==> config.mk <==
export PLATFORM = sky130hd
export DESIGN_NAME = obi_fetch_adapter
export DESIGN_NICKNAME = d
export VERILOG_FILES = /design/src/rtl/snitch_icache_pkg.sv /design/src/rtl/obi_fetch_port.sv /design/src/rtl/obi_fetch_adapter.sv
export SDC_FILE = /design/constraint.sdc
export NUM_CORES = 1
export LEC_CHECK = 0
export BUFFER_PORTS_ARGS = -buffer_cell sky130_fd_sc_hd__buf_2
export CAP_MARGIN = 15
export CORE_UTILIZATION = 50
export DETAILED_ROUTE_END_ITERATION = 16
export PLACE_DENSITY_LB_ADDON = 0.15
export SKIP_CTS_REPAIR_TIMING = 1
export SYNTH_ARGS = -nofsm -noshare
export SYNTH_HDL_FRONTEND = slang
export SYNTH_HIERARCHICAL = 1
export SYNTH_SLANG_ARGS = --single-unit
export TNS_END_PERCENT = 10
==> constraint.sdc <==
create_clock -name clk_i -period 4.1 [get_ports clk_i]
set_input_delay 0.82 -clock clk_i [delete_from_list [all_inputs] [get_ports clk_i]]
set_output_delay 0.82 -clock clk_i [all_outputs]
set_load 0.05 [all_outputs]
==> src/rtl/snitch_icache_pkg.sv <==
// rtl/snitch_icache_pkg.sv - shared types for the OBI instruction fetch adapter
package snitch_icache_pkg;

  localparam int unsigned StallCntWidth = 16;

  typedef enum logic [1:0] {
    FlushIdle  = 2'd0,
    FlushDrain = 2'd1,
    FlushDone  = 2'd2
  } flush_state_e;

endpackage

==> src/rtl/obi_fetch_port.sv <==
// rtl/obi_fetch_port.sv - one fetch port: request FIFO, response stage, flush FSM, stall counter
module obi_fetch_port
  import snitch_icache_pkg::*;
#(
  parameter int unsigned AddrWidth = 32,
  parameter int unsigned DataWidth = 32,
  parameter int unsigned ReqDepth  = 2,
  parameter logic        RspCut    = 1'b1
) (
  input  logic                     clk_i,
  input  logic                     rst_i,
  input  logic                     req_i,
  input  logic [AddrWidth-1:0]     addr_i,
  output logic                     gnt_o,
  output logic                     rvalid_o,
  output logic [DataWidth-1:0]     rdata_o,
  output logic                     rerror_o,
  output logic                     inst_valid_o,
  output logic [AddrWidth-1:0]     inst_addr_o,
  input  logic                     inst_ready_i,
  input  logic [DataWidth-1:0]     inst_data_i,
  input  logic                     inst_error_i,
  input  logic                     flush_valid_i,
  output logic                     flush_ready_o,
  input  logic                     stall_clr_i,
  output logic [StallCntWidth-1:0] stall_cnt_o
);

  localparam int unsigned PtrW = (ReqDepth > 1) ? $clog2(ReqDepth) : 1;
  localparam int unsigned CntW = $clog2(ReqDepth + 1);

  localparam logic [1:0] StIdle  = FlushIdle;
  localparam logic [1:0] StDrain = FlushDrain;
  localparam logic [1:0] StDone  = FlushDone;

  logic [AddrWidth-1:0]     mem_q [ReqDepth];
  logic [PtrW-1:0]          wptr_q, rptr_q;
  logic [CntW-1:0]          cnt_q;
  logic [1:0]               state_q, state_d;
  logic [StallCntWidth-1:0] stall_q;
  logic                     flush_pend, push, pop, rsp_pend;

  function automatic logic [PtrW-1:0] ptr_inc(input logic [PtrW-1:0] p);
    return (p == PtrW'(ReqDepth - 1)) ? '0 : p + PtrW'(1);
  endfunction

  // A flush raised in the same cycle as a request already blocks that grant.
  assign flush_pend   = (state_q != StIdle) | flush_valid_i;
  assign gnt_o        = req_i & ~rst_i & (cnt_q < CntW'(ReqDepth)) & ~flush_pend;
  assign push         = gnt_o;
  assign inst_valid_o = (cnt_q != '0);
  assign inst_addr_o  = inst_valid_o ? mem_q[rptr_q] : '0;
  assign pop          = inst_valid_o & inst_ready_i & ~rst_i;

  always_ff @(posedge clk_i) begin
    if (push) mem_q[wptr_q] <= addr_i;
  end

  always_ff @(posedge clk_i) begin
    if (rst_i) begin
      wptr_q <= '0;
      rptr_q <= '0;
      cnt_q  <= '0;
    end else begin
      if (push) wptr_q <= ptr_inc(wptr_q);
      if (pop)  rptr_q <= ptr_inc(rptr_q);
      case ({push, pop})
        2'b10:   cnt_q <= cnt_q + 1'b1;
        2'b01:   cnt_q <= cnt_q - 1'b1;
        default: cnt_q <= cnt_q;
      endcase
    end
  end

  if (RspCut) begin : g_rsp_reg
    logic                 rv_q;
    logic [DataWidth-1:0] rd_q;
    logic                 re_q;

    always_ff @(posedge clk_i) begin
      if (rst_i) begin
        rv_q <= 1'b0;
        rd_q <= '0;
        re_q <= 1'b0;
      end else begin
        rv_q <= pop;
        if (pop) begin
          rd_q <= inst_data_i;
          re_q <= inst_error_i;
        end
      end
    end

    assign rvalid_o = rv_q & ~rst_i;
    assign rdata_o  = rd_q;
    assign rerror_o = re_q;
    assign rsp_pend = rv_q;
  end else begin : g_rsp_comb
    assign rvalid_o = pop;
    assign rdata_o  = pop ? inst_data_i : '0;
    assign rerror_o = pop & inst_error_i;
    assign rsp_pend = 1'b0;
  end

  // Drain completes only once nothing is queued and no registered response is still owed.
  always_comb begin
    state_d = state_q;
    case (state_q)
      StIdle:  if (flush_valid_i) state_d = StDrain;
      StDrain: if ((cnt_q == '0) && !rsp_pend) state_d = StDone;
      StDone:  if (flush_valid_i) state_d = StIdle;
      default: state_d = StIdle;
    endcase
  end

  always_ff @(posedge clk_i) begin
    if (rst_i) state_q <= StIdle;
    else       state_q <= state_d;
  end

  assign flush_ready_o = (state_q == StDone);

  always_ff @(posedge clk_i) begin
    if (rst_i || stall_clr_i) begin
      stall_q <= '0;
    end else if (inst_valid_o && !inst_ready_i && !(&stall_q)) begin
      stall_q <= stall_q + 1'b1;
    end
  end

  assign stall_cnt_o = stall_q;

endmodule

==> src/rtl/obi_fetch_adapter.sv <==
// rtl/obi_fetch_adapter.sv - OBI fetch front end bridging NumPorts cores to instruction cache ports
module obi_fetch_adapter
  import snitch_icache_pkg::*;
#(
  parameter int unsigned NumPorts  = 1,
  parameter int unsigned AddrWidth = 32,
  parameter int unsigned DataWidth = 32,
  parameter int unsigned ReqDepth  = 2,
  parameter logic        RspCut    = 1'b1
) (
  input  logic                                    clk_i,
  input  logic                                    rst_i,
  input  logic [NumPorts-1:0]                     fetch_req_i,
  input  logic [NumPorts-1:0][AddrWidth-1:0]      fetch_addr_i,
  output logic [NumPorts-1:0]                     fetch_gnt_o,
  output logic [NumPorts-1:0]                     fetch_rvalid_o,
  output logic [NumPorts-1:0][DataWidth-1:0]      fetch_rdata_o,
  output logic [NumPorts-1:0]                     fetch_rerror_o,
  output logic [NumPorts-1:0]                     inst_valid_o,
  output logic [NumPorts-1:0][AddrWidth-1:0]      inst_addr_o,
  input  logic [NumPorts-1:0]                     inst_ready_i,
  input  logic [NumPorts-1:0][DataWidth-1:0]      inst_data_i,
  input  logic [NumPorts-1:0]                     inst_error_i,
  input  logic [NumPorts-1:0]                     flush_valid_i,
  output logic [NumPorts-1:0]                     flush_ready_o,
  input  logic [NumPorts-1:0]                     stall_clr_i,
  output logic [NumPorts-1:0][StallCntWidth-1:0]  stall_cnt_o
);

  for (genvar p = 0; p < NumPorts; p++) begin : g_port
    obi_fetch_port #(
      .AddrWidth (AddrWidth),
      .DataWidth (DataWidth),
      .ReqDepth  (ReqDepth),
      .RspCut    (RspCut)
    ) i_port (
      .clk_i         (clk_i),
      .rst_i         (rst_i),
      .req_i         (fetch_req_i[p]),
      .addr_i        (fetch_addr_i[p]),
      .gnt_o         (fetch_gnt_o[p]),
      .rvalid_o      (fetch_rvalid_o[p]),
      .rdata_o       (fetch_rdata_o[p]),
      .rerror_o      (fetch_rerror_o[p]),
      .inst_valid_o  (inst_valid_o[p]),
      .inst_addr_o   (inst_addr_o[p]),
      .inst_ready_i  (inst_ready_i[p]),
      .inst_data_i   (inst_data_i[p]),
      .inst_error_i  (inst_error_i[p]),
      .flush_valid_i (flush_valid_i[p]),
      .flush_ready_o (flush_ready_o[p]),
      .stall_clr_i   (stall_clr_i[p]),
      .stall_cnt_o   (stall_cnt_o[p])
    );
  end

endmodule

# Word level (Yosys, flattened, before mapping)
# Memories as Yosys holds them, arrays and structs flattened. A register that Yosys moved wholly into a read port is not among the register bits.
# Cells that the tools add are included.
# word_totals
mem_bits_ro	0
ff_bits	56
latchBits	0
word_cells	57
output_inout_bits	85
ram_bits	64
memories	1
in_bits	71
# classes
n_reduce_logical	14
bitwise_logic	9
n_shift	0
add_sub_neg	5
n_lt_le_gt_ge	1
muxes	12
n_div	0
n_mul	0
eq_ne	7
# mem_list
memory	words	width	rd	rd_ports_with_merged_regs	wr	line_no	text
g_port[0].i_port.mem_q	2	32	1	1	1	obi_fetch_port.sv:36	logic [AddrWidth-1:0] mem_q [ReqDepth];
# op_table
operator	n
32-bit two-way mux	1
16-bit by 1-bit adder with 16-bit output (second input constant)	1
16-bit AND reduction	1
1-bit bitwise AND	6
1-bit two-way mux	6
2-bit two-way mux	3
2-bit one-hot mux with 3 select lines	1
2-bit nonzero test	3
2-bit by 1-bit equality test with 1-bit output (second input constant)	2
2-bit equality test (second input constant)	2
2-bit zero test	2
2-bit != test (second input constant)	2
2-bit one-hot mux with 2 select lines	1
1-bit logical AND	3
1-bit zero test	3
3-bit AND reduction	1
1-bit adder (second input constant)	2
2-bit by 1-bit adder with 2-bit output (second input constant)	1
2-bit less-than comparator (second input constant)	1
2-bit by 1-bit != test with 1-bit output (second input constant)	1
1-bit inverter	2
2-bit by 1-bit subtractor with 2-bit output (second input constant)	1
1-bit logical OR	1
1-bit bitwise OR	1

# Depth between registers and ports, before layout
# Gate-level depths: netlist of run 1.
# logic_depth
ltp_word	6
mapped_depth	9
mapped_depth_nobuf	8

# Worst setup path before layout of run 1
# Ideal clock, no wire load.
# synth_path
path_kind	input-to-reg
start	input rst_i
end	memory g_port[0].i_port.mem_q[0][0], enable pin
slack_ns	0.907
arrival_time_ns	2.772
n_path_buf	1
cell_stages	4
path_cell_list	clkbuf_1 > nor4b_1 > nand2_1 > nor2_1
# synth_via
elab_chain_cells	6
# synth_lines
element	line_no	text
start, declared	obi_fetch_adapter.sv:12	input logic rst_i,
1-bit inverter	obi_fetch_port.sv:49	assign gnt_o = req_i & ~rst_i & (cnt_q < CntW'(ReqDepth)) & ~flush_pend;
1-bit bitwise AND (3 in a row)	obi_fetch_port.sv:49	
1-bit two-way mux	obi_fetch_port.sv:56	if (push) mem_q[wptr_q] <= addr_i;
1-bit two-way mux (implied by the code)	obi_fetch_port.sv:56	
end, declared	obi_fetch_port.sv:36	
# No other way between the ends.

# Final worst setup path of run 1
# layout_path
start	input rst_i
end	output fetch_gnt_o
# layout_via
elab_chain_cells	4
# layout_lines
element	line_no	text
1-bit inverter	obi_fetch_port.sv:49	
1-bit bitwise AND (3 in a row)	obi_fetch_port.sv:49	
end, declared	obi_fetch_adapter.sv:15	output logic [NumPorts-1:0] fetch_gnt_o,
# No other way between the ends.

==> results of run 1 <==
==> routing by layer <==
layer,vias to the layer above,GRT usage [%]
li1,1824,-
met1,1706,25.8
met2,134,33.7
met3,12,6.60
met4,2,9.30
met5,-,0
==> Yosys cell counts, types with 2 or more instances <==
| cell | count | share of area, % |
|---|---|---|
| buf_1 | 4 | 0.32 |
| nand4_1 | 5 | 0.67 |
| o21bai_1 | 2 | 0.32 |
| ha_1 | 2 | 0.53 |
| or4_1 | 5 | 0.80 |
| inv_1 | 5 | 0.40 |
| o21ai_0 | 6 | 0.64 |
| xnor2_1 | 3 | 0.56 |
| edfxtp_1 | 64 | 41 |
| nor3_1 | 7 | 0.74 |
| nand3_1 | 4 | 0.43 |
| o211ai_1 | 3 | 0.48 |
| o31ai_1 | 4 | 0.64 |
| clkbuf_1 | 18 | 1.4 |
| and2_1 | 2 | 0.27 |
| nor4_1 | 5 | 0.67 |
| a31oi_1 | 4 | 0.53 |
| nor4b_1 | 2 | 0.37 |
| nor2_1 | 48 | 3.8 |
| nand2_1 | 76 | 6.1 |
| or3_1 | 8 | 1.1 |
| mux2i_1 | 32 | 6.8 |
| dfxtp_1 | 57 | 24 |
| a21oi_1 | 42 | 4.5 |
==> cell type report <==
| class | instances | area [um^2] |
|---|---|---|
| clock inverter | 15 | 144 |
| multi-input combinational | 276 | 1550 |
| sequential | 121 | 3060 |
| clock buffer | 17 | 414 |
| tap | 111 | 139 |
| inverter | 5 | 18.8 |
| timing repair buffer | 160 | 833 |
| fill | 719 | 3030 |
==> kinds of logic after synthesis <==
group	after synthesis	share of synthesized area, %
adder cells (fa/ha/maj)	2	0.532
buffers and inverters	28	2.26
flip-flops	121	65.1
XOR/XNOR	4	0.745
AND/OR/NAND/NOR	170	16.1
AO/OA/AOI/OAI	68	8.38
multiplexers	32	6.81
==> through the flow <==
step | cell area (um^2) | utilization, % | hold slack [ns] | instances | worst slack (ns)
finish | 6160 | 67.0 | 0.455 | 705 | 1.05
global route | 6160 | 67.0 | 0.475 | 705 | 0.915
CTS | 6140 | 66.7 | 0.457 | 704 | 1.05
detailed placement | 5580 | 60.7 | 0.443 | 672 | 1.06
global placement | 5580 | 60.7 | 0.432 | 672 | 1.08
floorplan | 4700 | - | 0.423 | 425 | 0.907
==> placed cells by master, fill, tap and decap left out, drive strengths merged, types with 8 or more instances in the layout <==
| master | count |
|---|---|
| inv | 10 |
| nand2 | 77 |
| buf | 160 |
| nor2 | 48 |
| mux2i | 32 |
| or3 | 8 |
| clkbuf | 17 |
| edfxtp | 64 |
| dfxtp | 57 |
| a21oi | 42 |
==> registers in the layout, indices dropped and copies added, names as in the netlist, named ones only <==
signal,flops
g_port.i_port/rptr_q,1
g_port.i_port/wptr_q,1
g_port.i_port/cnt_q,2
g_port.i_port/state_q,2
g_port.i_port/mem_q,64
g_port.i_port/stall_cnt_o,16
g_port.i_port/rdata_o,32
g_port.i_port/rerror_o,1
g_port.i_port/g_rsp_reg.rv_q,1
==> power groups by stage <==
stage	Combinational (W)	Sequential, W	Clock, W
6_report	0.000338	0.00134	0.00137
5_1_grt	0.000362	0.00134	0.00145
4_1_cts	0.000336	0.00134	0.00140
3_5_place_dp	0.000335	0.00136	0
3_3_place_gp	0.000330	0.00136	0
2_1_floorplan	0.000200	0.00139	0
==> worst max path at each step <==
stage	start	end	slack [ns]	cells past startpoint
final	rst_i	fetch_gnt_o	1.05	5
after global routing	rst_i	fetch_gnt_o	0.92	5
after CTS	rst_i	fetch_gnt_o	1.05	5
after detailed placement	rst_i	fetch_gnt_o	1.06	5
after global placement	rst_i	fetch_gnt_o	1.08	5
after floorplan	rst_i	g_port[0].i_port/mem_q[0][0]$_DFFE_PP_	0.91	4
==> worst register-to-register path, cell delays in order (launching register included) <==
cell     delay [ns]
dfxtp_1        0.36
nor4b_1        0.30
nand2_1        0.26
nor2_4         0.79
==> summary.md, run 1 <==
| Metric | Value |
|---|---|
| DRC violations left | `0` |
| CP top delay family | `buffers and inverters` |
| Clk_skew | `0.00975 ns` |
| Routed wire length | `10000 um` |
| Tcrit/Tclk final | `74.4%` |
| Ant. Diodes | `0` |
| Largest net degree at the start of global routing | `48` |
| Layout cells sized above 1 | `34.0%` |
| Crit path launch type | `input port` |
| CP bufs+invs | `3` |
| Routed Antenna Nets | `0` |
| Grt ovf | `0` |
| Hold Violations, Final | `0` |
| Cell variety after synth | `41` |
| Sw Share | `27.0%` |
| VDD IR-drop max | `267 uV` |
| Row count | `35` |
| Detailed-route wire length per cell | `14.2 um` |
| CTS Sinks | `121` |
| Clk network pwr share | `45.0%` |
| RSZ-0062 raised after global routing | `no` |
| Initial antenna violation count | `1` |
| MaxCap Viol Count | `0` |
| Min cycle time layout | `3.05 ns` |
| CTS tree | `done` |
| WL met3 | `706 um` |
| Final setup fails | `0` |
| Min-delay src | `g_port[0].i_port/rdata_o[17]$_SDFFE_PP0P_` |
| Starting DRT DRC Count | `170` |
| Int Power | `0.00222 W` |
| Post-Syn Instances | `425` |
| Worst path max stage delay | `0.36 ns` |
| Min-Delay Path Class | `reg -> reg` |
| Core Region | `0.00920 mm^2` |
| Number of synthesized flops with an enable pin | `64` |
| Die area | `0.00980 mm^2` |
| Max FO, Critical Path | `47` |
| Worst reg2reg startpoint | `g_port[0].i_port/cnt_q[1]$_SDFFE_PP0P_` |
| Outcome | `finished, final reports clean` |
| Slew Viols, Final | `0` |
| Vias per cell | `5.22` |
| DPL Wire Length | `6620 um` |
| Slowest library cell on the worst path | `nor4b_1` |
| Vias in the first global route | `3481` |
| Power, Total | `0.00304 W` |
| Cts bufs inserted | `17` |
| Post-Syn Area | `0.00470 mm^2` |
| Io pins | `156` |
| Hold Path Stages | `2` |
| R2R Path End | `g_port[0].i_port/mem_q[0][24]$_DFFE_PP_` |
| R2R Setup Slk | `2.01 ns` |
| Gr usage total | `20.9%` |
| DR WL met2 | `4890 um` |
| First-pass GRT wire length | `15900 um` |
| Gate power share | `11.1%` |
| Crit path kind | `in -> out` |
| Sequential share of power | `43.9%` |
| Max layer used | `met5` |
| H-tree levels | `4` |
| Root Buffer | `clkbuf_8` |
| Area growth, synth to finish | `31.1%` |
| FF-to-FF path depth | `3` |
| Max Freq | `0.328 GHz` |
| Syn. warnings | `6` |
| Crit path capture type | `output port` |
| Mean post-synth cell area | `11.1 um^2` |
| Die width | `99.0 um` |
| Initial Util | `51.1%` |
| Worst slew pin tran | `0.981 ns` |
| Worst-path cell chain | `buf_2, nor4b_1, nand2_1, inv_1, buf_2` |
| Hold endpoint | `g_port[0].i_port/rdata_o[17]$_SDFFE_PP0P_` |
| NetSw | `0.000822 W` |
| Pre-antenna DRT Iters | `4` |
| Pwr Density | `494 mW/mm^2` |
| WP data arrival | `2.23 ns` |
| Routability cong. | `0.880` |
| Req. time, crit path | `3.28 ns` |
| Top_reg_cell synth | `edfxtp_1` |
| Worst slew margin | `34.6%` |
| Vias after detailed routing | `3678` |
| FFs w/ async S/R, synth | `0%` |
| LEAKAGE | `2.44 nW` |
| Synthesized flop and latch total | `121` |
| Sequential share of the synthesized area | `65.1%` |
| Clock Tree Buf Depth | `2` |
| Setup TNS | `0 ns` |
| Nets@finish | `654` |
| Critical path's most frequent cell | `buf_2` |
| Clock-pin slew on the worst setup and hold paths | `0.06 ns` |
| Syn_nets | `498` |
| Port Buffers | `155` |
| Clock latency on the worst-skew pair | `0.50 ns` |
| Wl on met1 | `4300 um` |
| DIE HEIGHT | `99.0 um` |
Power figures use the tool's default switching activity.
==> run 2: changes to the inputs <==
--- a/config.mk
+++ b/config.mk
@@ -7,7 +7,7 @@
 export LEC_CHECK = 0
 export BUFFER_PORTS_ARGS = -buffer_cell sky130_fd_sc_hd__buf_2
 export CAP_MARGIN = 15
-export CORE_UTILIZATION = 50
+export CORE_UTILIZATION = 45
 export DETAILED_ROUTE_END_ITERATION = 16
 export PLACE_DENSITY_LB_ADDON = 0.15
 export SKIP_CTS_REPAIR_TIMING = 1
==> constraint.sdc (replaced) <==
create_clock -name clk_i -period 2.8 [get_ports clk_i]
set_input_delay 0.56 -clock clk_i [delete_from_list [all_inputs] [get_ports clk_i]]
set_output_delay 0.56 -clock clk_i [all_outputs]
set_load 0.05 [all_outputs]
==> run 2 against run 1 <==
Against the previous run:
- count of clock-buffer cells in the layout up 1
- combinational power rose by 51%
- first-iteration DRC count shrank 11%
- die area is 11% higher
- critical path type is now reg -> out
- critical endpoint is now inst_addr_o[24]
- largest power group unchanged
==> summary.md, run 2 (synthesis results as in run 1) <==
| Metric | Value |
|---|---|
| Outcome | `finished, final reports clean (unchanged)` |
| Hold endpoint | `g_port[0].i_port/mem_q[1][26]$_DFFE_PP_ (was g_port[0].i_port/rdata_o[17]$_SDFFE_PP0P_)` |
| Final setup fails | `0 (unchanged)` |
| Row count | `36 (was 35)` |
| WP data arrival | `1.86 ns (was 2.23 ns)` |
| Slowest library cell on the worst path | `buf_4 (was nor4b_1)` |
| Hold Violations, Final | `0 (unchanged)` |
| WP depth | `4 (was 5)` |
| Worst slew pin tran | `0.747 ns (was 0.981 ns)` |
| VDD IR-drop max | `445 uV (was 267 uV)` |
| Crit path launch type | `flip-flop (was input port)` |
| Vias in the first global route | `3434 (was 3481)` |
| Initial antenna violation count | `0 (was 1)` |
| Worst path max stage delay | `0.46 ns (was 0.36 ns)` |
| CTS Sinks | `121 (unchanged)` |
| R2R Setup Slk | `0.81 ns (was 2.01 ns)` |
| FF-to-FF path depth | `5 (was 3)` |
| Layout cells sized above 1 | `34.2% (was 34.0%)` |
| Cts bufs inserted | `17 (unchanged)` |
| Layout filler cell count | `825 (was 719)` |
| Tcrit/Tclk final | `86.3%` |
| MaxCap Viol Count | `0 (unchanged)` |
| Starting DRT DRC Count | `152 (was 170)` |
| H-tree levels | `4 (unchanged)` |
| Grt ovf | `0 (unchanged)` |
| Root Buffer | `clkbuf_8 (unchanged)` |
| Min cycle time layout | `2.42 ns` |
| Min-delay src | `fetch_addr_i[26] (was g_port[0].i_port/rdata_o[17]$_SDFFE_PP0P_)` |
| R2R Path End | `g_port[0].i_port/stall_cnt_o[8]$_SDFFE_PP0P_ (was g_port[0].i_port/mem_q[0][24]$_DFFE_PP_)` |
| Hold Path Stages | `1 (was 2)` |
| Routed wire length | `10300 um (was 10000 um)` |
| Gr usage total | `19.4% (was 20.9%)` |
| Dpl ws | `0.543 ns (was 1.06 ns)` |
| Port Buffers | `155 (unchanged)` |
| Min-Delay Path Class | `in -> reg (was reg -> reg)` |
| Crit path capture type | `output port (unchanged)` |
| Routed Antenna Nets | `0 (unchanged)` |
| DIE HEIGHT | `104 um (was 99.0 um)` |
| Nets@finish | `657 (was 654)` |
| Power, Total | `0.00496 W (was 0.00304 W)` |
| First-pass GRT wire length | `16500 um (was 15900 um)` |
| Slew Viols, Final | `0 (unchanged)` |
| CP bufs+invs | `2 (was 3)` |
| Most flop-heavy register | `g_port.i_port/mem_q (unchanged)` |
| Initial Util | `47.2% (was 51.1%)` |
| CP top delay family | `buffers and inverters (unchanged)` |
| Max Freq | `0.414 GHz` |
| DPL Wire Length | `6730 um (was 6620 um)` |
| Most frequent cells in the layout | `155 x buf_2, 76 x nand2_1, 64 x edfxtp_1 (unchanged)` |
| Clock-pin slew on the worst setup and hold paths | `0.06 ns (about the same)` |
| Pwr Density | `786 mW/mm^2 (was 494 mW/mm^2)` |
| Largest net degree at the start of global routing | `46 (was 48)` |
| Core Region | `0.00995 mm^2 (was 0.00920 mm^2)` |
| Worst-path cell chain | `buf_4, mux2i_1, nor2_1, buf_2 (was buf_2, nor4b_1, nand2_1, inv_1, buf_2)` |
| Req. time, crit path | `2.24 ns (was 3.28 ns)` |
| Worst reg2reg startpoint | `g_port[0].i_port/stall_cnt_o[0]$_SDFFE_PP0P_ (was g_port[0].i_port/cnt_q[1]$_SDFFE_PP0P_)` |
| Commonest non-fill, non-tap cell in the layout | `buf_2 (unchanged)` |
| Vias per cell | `5.02 (was 5.22)` |
| Worst slew margin | `50.1% (was 34.6%)` |
| Clock latency on the worst-skew pair | `0.50 ns (about the same)` |
| Die width | `104 um (was 99.0 um)` |
| Routability cong. | `0.930 (was 0.880)` |
| CTS tree | `done (unchanged)` |
| RSZ-0062 raised after global routing | `no (unchanged)` |
| Max FO, Critical Path | `32 (was 47)` |
| Clk_skew | `0.00723 ns (was 0.00975 ns)` |
| Area growth, synth to finish | `34.3% (was 31.1%)` |
| Final WS setup | `0.382 ns (was 1.05 ns)` |
| DRC violations left | `0 (unchanged)` |
| Die area | `0.0109 mm^2 (was 0.00980 mm^2)` |
| Crit path kind | `reg -> out (was in -> out)` |
| Detailed-route wire length per cell | `14.1 um (was 14.2 um)` |
| Flip-flop count of the largest register after layout | `64 (unchanged)` |
| Pre-antenna DRT Iters | `4 (unchanged)` |
| Io pins | `156 (unchanged)` |
| Clock Tree Buf Depth | `2 (unchanged)` |
| LEAKAGE | `2.51 nW (was 2.44 nW)` |
| Vias after detailed routing | `3661 (was 3678)` |
| Ant. Diodes | `0 (unchanged)` |
-- run 2: cell types whose count changed in the layout (fill, tap and decap cells not counted), sizes merged --
| cell | before | now |
|---|---|---|
| bufinv | 1 | 7 |
| inv | 10 | 6 |
| buf | 160 | 163 |
| clkinvlp | 3 | 0 |
| clkbuf | 17 | 18 |
-- run 2: worst max path at each step --
stage / startpoint / endpoint / slack, ns
detailed placement: inst_ready_i / g_port[0].i_port/stall_cnt_o[14]$_SDFFE_PP0P_ / 0.54
global route: flip-flop / inst_addr_o[23] / 0.21
floorplan: rst_i / g_port[0].i_port/mem_q[0][0]$_DFFE_PP_ / -0.13
finish: flip-flop / inst_addr_o[24] / 0.38
CTS: flip-flop / inst_addr_o[23] / 0.33
global placement: inst_ready_i / g_port[0].i_port/stall_cnt_o[8]$_SDFFE_PP0P_ / 0.58
-- run 2: final cells by class --
cell class	count	area, um^2	share of cell area, %
tap	133	166	2.64
inverter	5	18.8	0.297
timing repair buffer	163	836	13.2
clock inverter	14	270	4.28
sequential	121	3060	48.5
clock buffer	18	418	6.62
multi-input combinational	276	1540	24.4
-- run 2: metal layers --
metal  vias up  share of wire (%)  global-route usage [%]
li1       1833                  -                       -
met1      1693                 45                    24.4
met2       123                 47                    30.4
met3        12                5.8                    6.77
met4         0                1.4                    7.76
met5         -                  0                       0
-- run 2: worst reg2reg max path, stage by stage (launching register included) --
cell	delay, ns
dfxtp_1	0.39
ha_1	0.24
nand2_2	0.12
or3_1	0.50
or4_1	0.53
a21oi_1	0.14
-- run 2: through the flow --
step	hold WS [ns]	std cells	instance area [um^2]	utilization (%)	TNS, ns
final	0.243	730	6310	63.4	0
after global routing	0.213	730	6310	63.4	0
after CTS	0.219	730	6310	63.4	0
after detailed placement	0.444	698	5630	56.5	0
after global placement	0.439	698	5630	56.5	0
after floorplan	0.423	425	4700	-	-8.52
-- run 2: report_power, final --
part           switching, W  internal [W]  leakage [nW]  total [W]
logic              0.000369      0.000139          1.14   0.000509
clock network      0.000789       0.00173         0.335    0.00252
registers         0.0000214       0.00192          1.04    0.00194
==> run 3: changes to the inputs <==
--- a/config.mk
+++ b/config.mk
@@ -7,9 +7,10 @@
 export LEC_CHECK = 0
 export BUFFER_PORTS_ARGS = -buffer_cell sky130_fd_sc_hd__buf_2
 export CAP_MARGIN = 15
+export CORE_ASPECT_RATIO = 1.2
 export CORE_UTILIZATION = 45
 export DETAILED_ROUTE_END_ITERATION = 16
-export PLACE_DENSITY_LB_ADDON = 0.15
+export PLACE_DENSITY = 0.82
 export SKIP_CTS_REPAIR_TIMING = 1
 export SYNTH_ARGS = -nofsm -noshare
 export SYNTH_HDL_FRONTEND = slang
==> run 3 against run 2 <==
Against the previous run:
- non-clock buffer count unchanged
- final cell count fell by 0.96%
- wire length is 1.6% higher
- first-iteration DRC count is 5.3% higher
- sequential cell count did not move
- combinational power down 0.8%
- critical path type unchanged
- highest routed layer unchanged
==> summary.md, run 3 (synthesis results as in run 1) <==
| Metric | Value |
|---|---|
| Ant. Diodes | `0 (unchanged)` |
| Grt ovf | `0 (unchanged)` |
| Worst slew margin | `48.5% (was 50.1%)` |
| Pwr Density | `754 mW/mm^2 (was 786 mW/mm^2)` |
| Cts bufs inserted | `17 (unchanged)` |
| Non-filler cells, final | `723 (was 730)` |
| Crit path launch type | `flip-flop (unchanged)` |
| Initial antenna violation count | `0 (unchanged)` |
| Clk_skew | `0.0117 ns (was 0.00723 ns)` |
| Gr usage total | `19.8% (was 19.4%)` |
| Final setup fails | `0 (unchanged)` |
| Clock-pin slew on the worst setup and hold paths | `0.06 ns (about the same)` |
| Req. time, crit path | `2.24 ns (about the same)` |
| Core Region | `0.0101 mm^2 (was 0.00995 mm^2)` |
| Most frequent cells in the layout | `155 x buf_2, 76 x nand2_1, 64 x edfxtp_1 (unchanged)` |
| LEAKAGE | `2.48 nW (was 2.51 nW)` |
| Largest net degree at the start of global routing | `37 (was 46)` |
| Area growth, synth to finish | `33.3% (was 34.3%)` |
| Routed wire length | `10400 um (was 10300 um)` |
| MaxCap Viol Count | `0 (unchanged)` |
| Flip-flop count of the largest register after layout | `64 (unchanged)` |
| Root Buffer | `clkbuf_16 (was clkbuf_8)` |
| Clock latency on the worst-skew pair | `0.40 ns (was 0.50 ns)` |
| Vias after detailed routing | `3767 (was 3661)` |
| Worst slew pin tran | `0.771 ns (was 0.747 ns)` |
| Detailed-route wire length per cell | `14.4 um (was 14.1 um)` |
| Slew Viols, Final | `0 (unchanged)` |
| Routability cong. | `0.870 (was 0.930)` |
| Min-delay src | `fetch_addr_i[21] (was fetch_addr_i[26])` |
| Port Buffers | `155 (unchanged)` |
| Final WS setup | `0.485 ns (was 0.382 ns)` |
| Layout filler cell count | `832 (was 825)` |
| Io pins | `156 (unchanged)` |
| DRC violations left | `0 (unchanged)` |
| Nets@finish | `657 (unchanged)` |
| Dpl cells | `691 (was 698)` |
| Row count | `40 (was 36)` |
| Die area | `0.0109 mm^2 (about the same)` |
| Max Freq | `0.432 GHz (was 0.414 GHz)` |
| RSZ-0062 raised after global routing | `no (unchanged)` |
| Hold Violations, Final | `0 (unchanged)` |
| Vias in the first global route | `3549 (was 3434)` |
| Commonest non-fill, non-tap cell in the layout | `buf_2 (unchanged)` |
| Min-Delay Path Class | `in -> reg (unchanged)` |
| Dpl ws | `0.529 ns (was 0.543 ns)` |
| Power, Total | `0.00473 W (was 0.00496 W)` |
| DPL Wire Length | `7190 um (was 6730 um)` |
| WP data arrival | `1.76 ns (was 1.86 ns)` |
| Crit path kind | `reg -> out (unchanged)` |
| VDD IR-drop max | `530 uV (was 445 uV)` |
| Crit path capture type | `output port (unchanged)` |
| Routed Antenna Nets | `0 (unchanged)` |
| Die width | `95.3 um (was 104 um)` |
| Layout cells sized above 1 | `33.8% (was 34.2%)` |
| CTS Sinks | `121 (unchanged)` |
| Pre-antenna DRT Iters | `5 (was 4)` |
| Initial Util | `46.5% (was 47.2%)` |
| Setup TNS | `0 ns (unchanged)` |
| Tcrit/Tclk final | `82.7% (was 86.3%)` |
| CTS tree | `done (unchanged)` |
| Vias per cell | `5.21 (was 5.02)` |
| H-tree levels | `4 (unchanged)` |
| Clock Tree Buf Depth | `2 (unchanged)` |
| Outcome | `finished, final reports clean (unchanged)` |
| First-pass GRT wire length | `16400 um (was 16500 um)` |
| Max FO, Critical Path | `19 (was 32)` |
| Min cycle time layout | `2.32 ns (was 2.42 ns)` |
| DIE HEIGHT | `114 um (was 104 um)` |
| Most flop-heavy register | `g_port.i_port/mem_q (unchanged)` |
| Worst reg2reg startpoint | `g_port[0].i_port/cnt_q[0]$_SDFFE_PP0P_ (was g_port[0].i_port/stall_cnt_o[0]$_SDFFE_PP0P_)` |
| Worst hold slack | `0.343 ns (was 0.243 ns)` |
| Starting DRT DRC Count | `160 (was 152)` |
[run 3: path summary, 6_finish.rpt]
kind | end | slack (ns) | cells after the start
hold reg to reg | g_port[0].i_port/rdata_o[26]$_SDFFE_PP0P_ | 0.45 | 2
setup reg to reg | g_port[0].i_port/stall_cnt_o[14]$_SDFFE_PP0P_ | 0.73 | 4
setup / recovery | inst_addr_o[31] | 0.48 | 4
hold / removal | g_port[0].i_port/mem_q[0][21]$_DFFE_PP_ | 0.34 | 1
[run 3: power by group]
part	internal (W)	switching, W
Clock	0.00154	0.000737
Combinational	0.000142	0.000363
Sequential	0.00192	0.0000312
[run 3: layer usage]
layer  GRT usage (%)  up-vias  part of all wire [%]
li1                -     1840                     -
met1            21.9     1786                    42
met2            34.3      131                    51
met3            7.07       10                   6.4
met4            7.88        0                   1.0
met5               0        -                     0
[run 3: stage by stage]
step | area, um^2 | utilization, %
4_1_cts | 6270 | 62.0
6_report | 6270 | 62.0
2_1_floorplan | 4700 | -
5_1_grt | 6270 | 62.0
3_3_place_gp | 5640 | 55.8
3_5_place_dp | 5640 | 55.8
[run 3: cell type report]
type	instances	area, um^2	share of cell area, %
sequential	121	3060	48.9
multi-input combinational	276	1550	24.7
timing repair buffer	163	848	13.5
clock buffer	21	460	7.34
clock inverter	11	170	2.71
tap	126	158	2.51
inverter	5	18.8	0.299
[run 3: worst max-delay path, stage by stage (launching register included)]
cell	delay (ns)
dfxtp_2	0.60
buf_12	0.24
mux2i_1	0.24
nor2_1	0.06
buf_2	0.22
